## config.mk

```make
export PLATFORM = sky130hd
export DESIGN_NAME = csr_unit_flat
export DESIGN_NICKNAME = d
export VERILOG_FILES = /design/src/rtl/csr_pkg.sv /design/src/rtl/csr_if.sv /design/src/rtl/csr_trap_ctrl.sv /design/src/rtl/csr_unit.sv /design/src/flat_wrapper.sv
export SDC_FILE = /design/constraint.sdc
export NUM_CORES = 1
export LEC_CHECK = 0
export ABC_AREA = 0
export CORE_UTILIZATION = 49
export CTS_CLUSTER_SIZE = 25
export DETAILED_ROUTE_END_ITERATION = 12
export PLACE_DENSITY = 0.78
export SLEW_MARGIN = 5
export SYNTH_ARGS = -nofsm -noshare
export SYNTH_HDL_FRONTEND = slang
export SYNTH_SLANG_ARGS = --single-unit
export TNS_END_PERCENT = 30
```

## constraint.sdc

```tcl
create_clock -name clk -period 2.9 [get_ports clk]
set_input_delay 0.725 -clock clk [delete_from_list [all_inputs] [get_ports clk]]
set_output_delay 0.725 -clock clk [all_outputs]
set_load 0.03 [all_outputs]
```

## src/rtl/csr_pkg.sv

```systemverilog
// ==== csr_pkg : shared CSR addresses, cause codes, bit indices and enums  (rev 1.0) ====
`default_nettype none

package csr_pkg;

    localparam logic [11:0] CSR_MSTATUS = 12'h300;
    localparam logic [11:0] CSR_MIE     = 12'h304;
    localparam logic [11:0] CSR_MTVEC   = 12'h305;
    localparam logic [11:0] CSR_MEPC    = 12'h341;
    localparam logic [11:0] CSR_MCAUSE  = 12'h342;
    localparam logic [11:0] CSR_MIP     = 12'h344;

    localparam logic [31:0] MCAUSE_EXT = 32'h8000_000B;
    localparam logic [31:0] MCAUSE_TMR = 32'h8000_0007;

    localparam int MSTATUS_MIE  = 3;
    localparam int MSTATUS_MPIE = 7;
    localparam int MIE_MTIE     = 7;
    localparam int MIE_MEIE     = 11;
    localparam int MIP_MTIP     = 7;
    localparam int MIP_MEIP     = 11;

    localparam logic [1:0] MTVEC_VECTORED = 2'b01;

    typedef enum logic [1:0] {
        CSR_RW   = 2'b00,
        CSR_RS   = 2'b01,
        CSR_RC   = 2'b10,
        CSR_RSVD = 2'b11
    } csr_op_e;

    typedef enum logic {
        ST_RUN      = 1'b0,
        ST_REDIRECT = 1'b1
    } ctrl_state_e;

    // Reserved ops fall through to RW here; the caller blocks them at the write enable.
    function automatic logic [31:0] csr_apply(input csr_op_e op, input logic [31:0] old_v,
                                              input logic [31:0] wd);
        case (op)
            CSR_RS:  return old_v | wd;
            CSR_RC:  return old_v & ~wd;
            default: return wd;
        endcase
    endfunction

endpackage

`default_nettype wire

```

## src/rtl/csr_if.sv

```systemverilog
// ==== csr_if : MW-stage CSR/trap bus between pipeline (master) and csr_unit (slave)  (rev 1.0) ====
`default_nettype none

interface csr_if;
    import csr_pkg::*;

    logic [31:0] Addr;
    logic [31:0] csr_wdata;
    logic [31:0] pc_mw;
    logic        valid_mw;
    logic        csr_wr;
    logic        csr_rd;
    csr_op_e     csr_op;
    logic        is_mret;
    logic        ext_irq;
    logic        timer_irq;
    logic        Stall_MW;
    logic [31:0] csr_rdata;
    logic        epc_taken;
    logic [31:0] epc_pc;

    modport master (
        output Addr, csr_wdata, pc_mw, valid_mw, csr_wr, csr_rd, csr_op,
               is_mret, ext_irq, timer_irq, Stall_MW,
        input  csr_rdata, epc_taken, epc_pc
    );

    modport slave (
        input  Addr, csr_wdata, pc_mw, valid_mw, csr_wr, csr_rd, csr_op,
               is_mret, ext_irq, timer_irq, Stall_MW,
        output csr_rdata, epc_taken, epc_pc
    );
endinterface

`default_nettype wire

```

## src/rtl/csr_trap_ctrl.sv

```systemverilog
// ==== csr_trap_ctrl : RUN/REDIRECT controller, interrupt priority and redirect registers  (rev 1.0) ====
`default_nettype none

module csr_trap_ctrl
    import csr_pkg::*;
(
    input  wire logic        clk,
    input  wire logic        rst,
    input  wire logic        mstatus_mie_i,
    input  wire logic        ext_pend_i,
    input  wire logic        tmr_pend_i,
    input  wire logic        valid_i,
    input  wire logic        stall_i,
    input  wire logic        is_mret_i,
    input  wire logic [31:0] mtvec_i,
    input  wire logic [31:0] mepc_i,
    output logic             trap_o,
    output logic             mret_o,
    output logic             run_o,
    output logic [31:0]      cause_o,
    output logic             epc_taken_o,
    output logic [31:0]      epc_pc_o
);

    ctrl_state_e state_q;
    logic        epc_taken_q;
    logic [31:0] epc_pc_q;
    logic [31:0] w_base;
    logic [31:0] w_target;

    assign run_o   = (state_q == ST_RUN);
    assign trap_o  = run_o & mstatus_mie_i & (ext_pend_i | tmr_pend_i) & valid_i & ~stall_i;
    assign mret_o  = run_o & is_mret_i & valid_i & ~stall_i & ~trap_o;
    assign cause_o = ext_pend_i ? MCAUSE_EXT : MCAUSE_TMR;

    // Vectored offset is 4*cause[30:0], truncated to the 32-bit address space.
    assign w_base   = {mtvec_i[31:2], 2'b00};
    assign w_target = (mtvec_i[1:0] == MTVEC_VECTORED) ? (w_base + {cause_o[29:0], 2'b00}) : w_base;

    always_ff @(posedge clk or negedge rst) begin
        if (!rst) begin
            state_q     <= ST_RUN;
            epc_taken_q <= 1'b0;
            epc_pc_q    <= 32'h0;
        end else if (!stall_i) begin
            case (state_q)
                ST_RUN: begin
                    if (trap_o) begin
                        state_q     <= ST_REDIRECT;
                        epc_taken_q <= 1'b1;
                        epc_pc_q    <= w_target;
                    end else if (mret_o) begin
                        state_q     <= ST_REDIRECT;
                        epc_taken_q <= 1'b1;
                        epc_pc_q    <= mepc_i;
                    end
                end
                ST_REDIRECT: begin
                    state_q     <= ST_RUN;
                    epc_taken_q <= 1'b0;
                end
                default: begin
                    state_q     <= ST_RUN;
                    epc_taken_q <= 1'b0;
                end
            endcase
        end
    end

    assign epc_taken_o = epc_taken_q;
    assign epc_pc_o    = epc_pc_q;

endmodule

`default_nettype wire

```

## src/rtl/csr_unit.sv

```systemverilog
// ==== csr_unit : machine-mode CSR file with interrupt trap entry and MRET  (rev 1.0) ====
`default_nettype none

module csr_unit
    import csr_pkg::*;
#(
    parameter logic [31:0] MTVEC_RST = 32'h0000_0000
) (
    input  wire logic clk,
    input  wire logic rst,
    csr_if.slave      bus
);

    logic        mstatus_mie_q, mstatus_mpie_q;
    logic        mip_mtip_q, mip_meip_q;
    logic [31:0] mie_q, mtvec_q, mcause_q;
    logic [29:0] mepc_q;

    logic [11:0] w_addr;
    logic [31:0] w_old, w_wval, w_cause;
    logic        w_wr_en, w_trap, w_mret, w_run;
    logic        w_unused;

    assign w_addr   = bus.Addr[11:0];
    assign w_unused = ^{bus.Addr[31:12], bus.pc_mw[1:0]};

    always_comb begin
        w_old = 32'h0;
        case (w_addr)
            CSR_MSTATUS: begin
                w_old[MSTATUS_MIE]  = mstatus_mie_q;
                w_old[MSTATUS_MPIE] = mstatus_mpie_q;
            end
            CSR_MIE:     w_old = mie_q;
            CSR_MIP: begin
                w_old[MIP_MTIP] = mip_mtip_q;
                w_old[MIP_MEIP] = mip_meip_q;
            end
            CSR_MTVEC:   w_old = mtvec_q;
            CSR_MEPC:    w_old = {mepc_q, 2'b00};
            CSR_MCAUSE:  w_old = mcause_q;
            default:     w_old = 32'h0;
        endcase
    end

    assign bus.csr_rdata = bus.csr_rd ? w_old : 32'h0;
    assign w_wval        = csr_apply(bus.csr_op, w_old, bus.csr_wdata);
    assign w_wr_en       = bus.csr_wr & bus.valid_mw & ~bus.Stall_MW & w_run & ~w_trap
                         & (bus.csr_op != CSR_RSVD);

    // Interrupt lines are sampled every cycle, even while MW is stalled.
    always_ff @(posedge clk or negedge rst) begin
        if (!rst) begin
            mip_mtip_q <= 1'b0;
            mip_meip_q <= 1'b0;
        end else begin
            mip_mtip_q <= bus.timer_irq;
            mip_meip_q <= bus.ext_irq;
        end
    end

    always_ff @(posedge clk or negedge rst) begin
        if (!rst) begin
            mstatus_mie_q  <= 1'b0;
            mstatus_mpie_q <= 1'b0;
            mie_q          <= 32'h0;
            mtvec_q        <= MTVEC_RST;
            mepc_q         <= 30'h0;
            mcause_q       <= 32'h0;
        end else if (w_trap) begin
            mepc_q         <= bus.pc_mw[31:2];
            mcause_q       <= w_cause;
            mstatus_mpie_q <= mstatus_mie_q;
            mstatus_mie_q  <= 1'b0;
        end else if (w_mret) begin
            mstatus_mie_q  <= mstatus_mpie_q;
            mstatus_mpie_q <= 1'b1;
        end else if (w_wr_en) begin
            case (w_addr)
                CSR_MSTATUS: begin
                    mstatus_mie_q  <= w_wval[MSTATUS_MIE];
                    mstatus_mpie_q <= w_wval[MSTATUS_MPIE];
                end
                CSR_MIE:    mie_q    <= w_wval;
                CSR_MTVEC:  mtvec_q  <= w_wval;
                CSR_MEPC:   mepc_q   <= w_wval[31:2];
                CSR_MCAUSE: mcause_q <= w_wval;
                default: ;
            endcase
        end
    end

    csr_trap_ctrl u_trap_ctrl (
        .clk           (clk),
        .rst           (rst),
        .mstatus_mie_i (mstatus_mie_q),
        .ext_pend_i    (mip_meip_q & mie_q[MIE_MEIE]),
        .tmr_pend_i    (mip_mtip_q & mie_q[MIE_MTIE]),
        .valid_i       (bus.valid_mw),
        .stall_i       (bus.Stall_MW),
        .is_mret_i     (bus.is_mret),
        .mtvec_i       (mtvec_q),
        .mepc_i        ({mepc_q, 2'b00}),
        .trap_o        (w_trap),
        .mret_o        (w_mret),
        .run_o         (w_run),
        .cause_o       (w_cause),
        .epc_taken_o   (bus.epc_taken),
        .epc_pc_o      (bus.epc_pc)
    );

endmodule

`default_nettype wire

```

## src/flat_wrapper.sv

```systemverilog
// flat-port wrapper written by rule: the top's interface ports become plain ports
module csr_unit_flat import csr_pkg::*;
#(
    parameter logic [31:0] MTVEC_RST = 32'h0000_0000
)
  (clk, rst, bus_Addr, bus_csr_wdata, bus_pc_mw, bus_valid_mw, bus_csr_wr, bus_csr_rd, bus_csr_op, bus_is_mret, bus_ext_irq, bus_timer_irq, bus_Stall_MW, bus_csr_rdata, bus_epc_taken, bus_epc_pc);
  csr_if bus_i ();
  input  wire logic clk;
  input  wire logic rst;
  input wire logic [$bits(bus_i.Addr)-1:0] bus_Addr;
  input wire logic [$bits(bus_i.csr_wdata)-1:0] bus_csr_wdata;
  input wire logic [$bits(bus_i.pc_mw)-1:0] bus_pc_mw;
  input wire logic [$bits(bus_i.valid_mw)-1:0] bus_valid_mw;
  input wire logic [$bits(bus_i.csr_wr)-1:0] bus_csr_wr;
  input wire logic [$bits(bus_i.csr_rd)-1:0] bus_csr_rd;
  input wire logic [$bits(bus_i.csr_op)-1:0] bus_csr_op;
  input wire logic [$bits(bus_i.is_mret)-1:0] bus_is_mret;
  input wire logic [$bits(bus_i.ext_irq)-1:0] bus_ext_irq;
  input wire logic [$bits(bus_i.timer_irq)-1:0] bus_timer_irq;
  input wire logic [$bits(bus_i.Stall_MW)-1:0] bus_Stall_MW;
  output wire logic [$bits(bus_i.csr_rdata)-1:0] bus_csr_rdata;
  output wire logic [$bits(bus_i.epc_taken)-1:0] bus_epc_taken;
  output wire logic [$bits(bus_i.epc_pc)-1:0] bus_epc_pc;
  assign bus_i.Addr = bus_Addr;
  assign bus_i.csr_wdata = bus_csr_wdata;
  assign bus_i.pc_mw = bus_pc_mw;
  assign bus_i.valid_mw = bus_valid_mw;
  assign bus_i.csr_wr = bus_csr_wr;
  assign bus_i.csr_rd = bus_csr_rd;
  assign bus_i.csr_op = bus_csr_op;
  assign bus_i.is_mret = bus_is_mret;
  assign bus_i.ext_irq = bus_ext_irq;
  assign bus_i.timer_irq = bus_timer_irq;
  assign bus_i.Stall_MW = bus_Stall_MW;
  assign bus_csr_rdata = bus_i.csr_rdata;
  assign bus_epc_taken = bus_i.epc_taken;
  assign bus_epc_pc = bus_i.epc_pc;
  csr_unit #(.MTVEC_RST(MTVEC_RST)) u_core (.clk(clk), .rst(rst), .bus(bus_i));
endmodule
```

# After elaboration in Yosys (flattened, before gate mapping)
# Cells that the tools add are included.
[totals]
word_cells = 95
register_bits = 164
out_inout_bits = 65
in_bits = 107
[classes]
n_eq_ne = 12
n_reduce_logical = 13
addsub = 1
bitwise = 23
muxes = 35
[op_table]
columns = ["operator", "count"]
rows = [
  ["two-way mux 32 bit", 8],
  ["two-way mux 30 bit", 4],
  ["case mux 20 bit (4 select lines)", 1],
  ["== test 12 x 10 -> 1 bit, second input constant", 6],
  ["case mux 32 bit (2 select lines)", 1],
  ["case mux 3 bit (4 select lines)", 3],
  ["adder 32 x 6 -> 32 bit", 1],
  ["bitwise AND 32 bit", 1],
  ["NOT 32 bit", 1],
  ["OR 32 bit", 1],
  ["bitwise AND 1 bit", 15],
  ["two-way mux 1 bit", 12],
  ["case mux 1 bit (5 select lines)", 2],
  ["AND reduction 3 bit", 3],
  ["AND reduction 4 bit", 2],
  ["nonzero test 2 bit", 4],
  ["case mux 1 bit (6 select lines)", 1],
  ["nonzero test 3 bit", 2],
  ["== test 2 x 1 -> 1 bit, second input constant", 2],
  ["two-way mux 4 bit", 1],
  ["NOT 1 bit", 4],
  ["case mux 1 bit (2 select lines)", 2],
  ["AND reduction 2 bit", 2],
  ["!= test 3 x 2 -> 1 bit, second input constant", 1],
  ["4 further kinds", 4],
]

# Depth between registers and ports, before layout
[depth]
depth_word = 11
mapped_depth = 9

# Modules after synthesis
# Synthesis repeated with hierarchy kept, for this count alone.
[unflattened]
hier_cells = 1231
hier_area_um2 = 10403.7
[by_module_without_submodules]
columns = ["module", "area_each_um2", "cells_each", "seq_area_each_um2", "instances"]
rows = [
  ["csr_unit", 7910.1, 910, 3253.1, 1],
  ["csr_trap_ctrl", 2493.6, 321, 850.8, 1],
]

# Worst setup path before layout
# No wires, ideal clock.
[synth_timing]
kind = "input to output"
startpoint = "input bus_Addr[0]"
endpoint = "output bus_csr_rdata[11]"
path_buffers = 4
arrival_ps = 2545
stages = 7
required_time_ps = 2175
slack_ps = -370
cell_sequence = "buf_2 > buf_2 > buf_2 > buf_1 > a21oi_1 > a22oi_1 > nor3b_1"
[synth_between]
elab_chain_len = 3
elab_cells_between_ends = 7
[synth_rtl]
columns = ["element", "line_no", "text"]
rows = [
  ["start: declaration", "flat_wrapper.sv:10", "input wire logic [$bits(bus_i.Addr)-1:0] bus_Addr;"],
  ["== test 12 x 10 -> 1 bit", "csr_unit.sv:29", "case (w_addr)"],
  ["case mux 1 bit (5 select lines) *", "csr_unit.sv:29", ""],
  ["two-way mux 32 bit *", "csr_unit.sv:46", "assign bus.csr_rdata = bus.csr_rd ? w_old : 32'h0;"],
  ["end: declaration", "flat_wrapper.sv:21", "output wire logic [$bits(bus_i.csr_rdata)-1:0] bus_csr_rdata;"],
]
# Mark *: on every way between the ends. The rest lies on a longest branch, timed or not.

# Final worst setup path
[layout_timing]
startpoint = "input bus_Addr[3]"
endpoint = "output bus_csr_rdata[10]"
[layout_between]
elab_chain_len = 3
elab_cells_between_ends = 6
[layout_rtl]
columns = ["element", "line_no"]
rows = [
  ["== test 12 x 10 -> 1 bit", "csr_unit.sv:29"],
  ["case mux 3 bit (4 select lines) *", "csr_unit.sv:29"],
  ["two-way mux 32 bit *", "csr_unit.sv:46"],
]
# Marked as above.

==> impl_results.md <==
- Reg2reg end: u_core.u_trap_ctrl.epc_pc_o[28]$_DFFE_PN0P_
- Slew headroom: 26.9%
- Peak supply drop: 0.448 mV
- First-pass GRT wire length: 57800 um
- Count of cell types in the netlist: 73
- Avg Cell Area, Syn: 8.44 um2
- # rows: 52
- Leakage: 5.64 nW
- Max_cap viols: 0
- Largest fanout on the critical path: 9
- Ant diodes: 0
- Post-synth EDFFs: 0
- RD Place Congestion: 0.964
- Chip Height: 146 um
- Die Span X: 146 um
- Layout Nets: 1537
- Vias in the first global route: 10700
- Main flop type after synthesis: dfrtp_1
- CTS tree: done
- Finished Core Util: 68.4%
- Slew Viols, Final: 0
- Hold buffer count at cts: 0
- Worst Skew: 0.00832 ns
- Core Area: 20200 um2
- Clk buf depth: 2
- P&R area growth vs syn: 36.5%
- Setup crit start kind: input pin
- Pwr Total: 5.39 mW
- Worst reg2reg startpoint: u_core.mie_q[11]$_DFFE_PN0P_
- WL/cell: 21.9 um
- CTS Buf Count: 17
- GRT Resource Usage Total: 34.9%
- Post-Route WL: 37300 um
- Worst slew pin tran: 1.10 ns
- Final WS setup: -0.261 ns
- Finish-stage setup viols: 32
- CTS root buf: clkbuf_16
- Num ports: 172
- Initial antenna violation count: 1
- Worst skew pair latency: 0.43 ns
- RSZ-0062 raised after global routing: yes
- Required time of the critical path: 2.17 ns
- Vias per inst: 6.43
- Global route total overflow: 0
- H-tree levels: 4
- Synth Warn #: 0
- Power Density: 390 nW/um2
- Cell accounting for the most synthesized area: dfrtp_1
- #FFs+latches synth: 162
- Clock-pin slew on the worst setup and hold paths: 0.07 ns
- Maximum number of pins on one net before global-route repair: 73
- Via count: 11000
- Synthesized cell area: 10100 um2
- Synthesized netlist cell count: 1201
- Die ar.: 21300 um2
- Hold Crit Class: input pin to asynchronous set/reset pin
- DRT antenna net count: 0
- Critical Path AT: 2.44 ns
- Final Hold Viols: 0
- WS Path Type: input pin to output port
- Flop2flop setup slack: 0.16 ns
- Area share of the largest cell type after synthesis: 40.0%
- HPWL after DPL: 25400 um
- Synth area leaders: dfrtp_1 (40%), nand2_1 (6.6%), o21ai_0 (5.4%)
- CP Cell Sequence: buf_6 > or4_4 > buf_12 > a211o_1 > a21oi_2 > and2_1 > buf_4
- Tcrit/Tclk final: 109%
- DRT iter0 DRCs: 1371
- DRT Pass-1 Iters: 6
- Failing checks: negative setup slack
- Share of layout cells above drive strength 1: 22.5%
- Fmax: 316 MHz
- DRC: 0
- Max incr delay on CP: 0.59 ns
- R2r worst-path depth: 7
- Clk sinks: 162
- Slowest-stage cell, CP: or4_4
- CP endpoint kind: output port
- Tmin final: 3.16 ns
- Initial core utilization: 50.1%
- Sequential share of the synthesized area: 40.0%
- Share of flip-flops with an asynchronous set or reset: 100%
- Status: finished, violations left
- PortBufs: 147
-- through the flow --
stage	TNS (ns)	cells	cell area, um2	hold WS (ns)	worst slack (ns)
global placement	-19.54	1660	12900	0.459	-0.618
finish	-5.76	1706	13800	0.310	-0.261
global route	-6.64	1706	13800	0.356	-0.304
detailed placement	-23.10	1660	12900	0.466	-0.678
floorplan	-5.21	1202	10200	0.429	-0.202
CTS	-5.05	1698	13700	0.332	-0.244
-- final cells by class --
type	count	area (um2)
Clock inverter	12	181
Sequential cell	162	4050
Tap cell	270	338
Timing Repair Buffer	311	3000
Clock buffer	19	443
Inverter	20	75.1
Fill cell	1534	6400
Multi-Input combinational cell	912	5750
-- state kept, by name, summed over array words and instances, names as in the netlist --
register / flops
u_core.mcause_q: 32
u_core.mie_q: 32
u_core.mtvec_q: 32
u_core.mepc_q: 30
u_core.u_trap_ctrl.epc_pc_o: 30
u_core.mip_meip_q: 1
u_core.mip_mtip_q: 1
u_core.mstatus_mie_q: 1
u_core.mstatus_mpie_q: 1
u_core.u_trap_ctrl.epc_taken_o: 1
u_core.u_trap_ctrl.state_q: 1
-- placed cells by master, fill, tap and decap left out, types with 5 or more instances in the layout --
master / count
a31o_2: 6
nand2_1: 178
buf_4: 149
o21ai_1: 69
buf_12: 21
nand3b_1: 33
a31oi_1: 30
a211oi_1: 10
clkbuf_16: 20
nand4b_1: 13
nor3_1: 12
o21ai_0: 99
a22o_1: 15
a21oi_1: 35
nor2_1: 55
ha_1: 6
a31o_1: 8
and2_1: 17
o21ai_2: 16
a22oi_1: 15
o31ai_1: 5
and2_4: 13
xor2_1: 5
xnor2_1: 12
buf_2: 5
a2bb2oi_1: 26
o2111ai_1: 5
mux2i_1: 15
nand3_1: 29
a211oi_2: 12
buf_6: 25
a41oi_1: 14
dfrtp_1: 162
nand2b_1: 5
inv_1: 18
nand4_1: 20
o211ai_1: 17
clkdlybuf4s50_1: 102
and3_1: 31
or3_1: 10
-- cells by family after synthesis --
| group | after synthesis | share of synthesized area (%) |
|---|---|---|
| AO/OA/AOI/OAI | 411 | 26.7 |
| buffers and inverters | 128 | 5.48 |
| multiplexers | 16 | 1.59 |
| other | 1 | 0.0370 |
| AND/OR/NAND/NOR | 460 | 24.0 |
| adder cells (fa/ha/maj) | 6 | 0.740 |
| flip-flops | 162 | 40.0 |
| XOR/XNOR | 17 | 1.47 |
-- synth_stat cells, types with 30 or more instances --
| master | count |
|---|---|
| a31oi_1 | 30 |
| and3_1 | 31 |
| nor2_1 | 57 |
| nand3b_1 | 33 |
| nand3_1 | 30 |
| nand2_1 | 178 |
| and2_1 | 30 |
| clkbuf_1 | 80 |
| dfrtp_1 | 162 |
| o21ai_0 | 109 |
| a21oi_1 | 38 |
| o21ai_1 | 64 |
-- routing by layer --
metal  track usage (%)  routed length, um  up-vias
li1                  -                  -     4850
met1              46.0              14700     5273
met2              55.0              17300      728
met3              8.50               3900      119
met4              14.6               1330        2
met5                 0                 13        -
-- repair_timing --
item / in CTS / in global routing
pin swaps: 26 / 18
setup buffers: 6 / 7
hold endpoints to repair: 0 / 0
resized for setup: 78 / 21
gates cloned: 1 / 2
setup endpoints to repair: 32 / 32
-- worst max-delay path by stage --
stage	startpoint	end	slack, ns	cells past startpoint
floorplan	bus_Addr[5]	bus_csr_rdata[21]	-0.20	6
global placement	bus_Addr[5]	bus_csr_rdata[10]	-0.62	7
detailed placement	bus_Addr[5]	bus_csr_rdata[10]	-0.68	7
CTS	bus_Addr[3]	bus_csr_rdata[25]	-0.24	7
global route	bus_Addr[3]	bus_csr_rdata[30]	-0.30	8
finish	bus_Addr[3]	bus_csr_rdata[10]	-0.26	7
-- report_power, final --
group | leakage (nW) | total [mW] | switching [mW] | internal, mW
Clock | 0.297 | 2.42 | 0.959 | 1.47
Sequential | 2.25 | 2.28 | 0.00775 | 2.27
Combinational | 3.10 | 0.689 | 0.377 | 0.312
-- critical path: cells and delay by family --
| kind | cells | cell delay (ns) |
|---|---|---|
| AOI/OAI and AO/OA | 2 | 0.48 |
| buffers and inverters | 3 | 0.43 |
| and+or+nand+nor | 2 | 0.79 |
(Power assumes the default switching activity.)
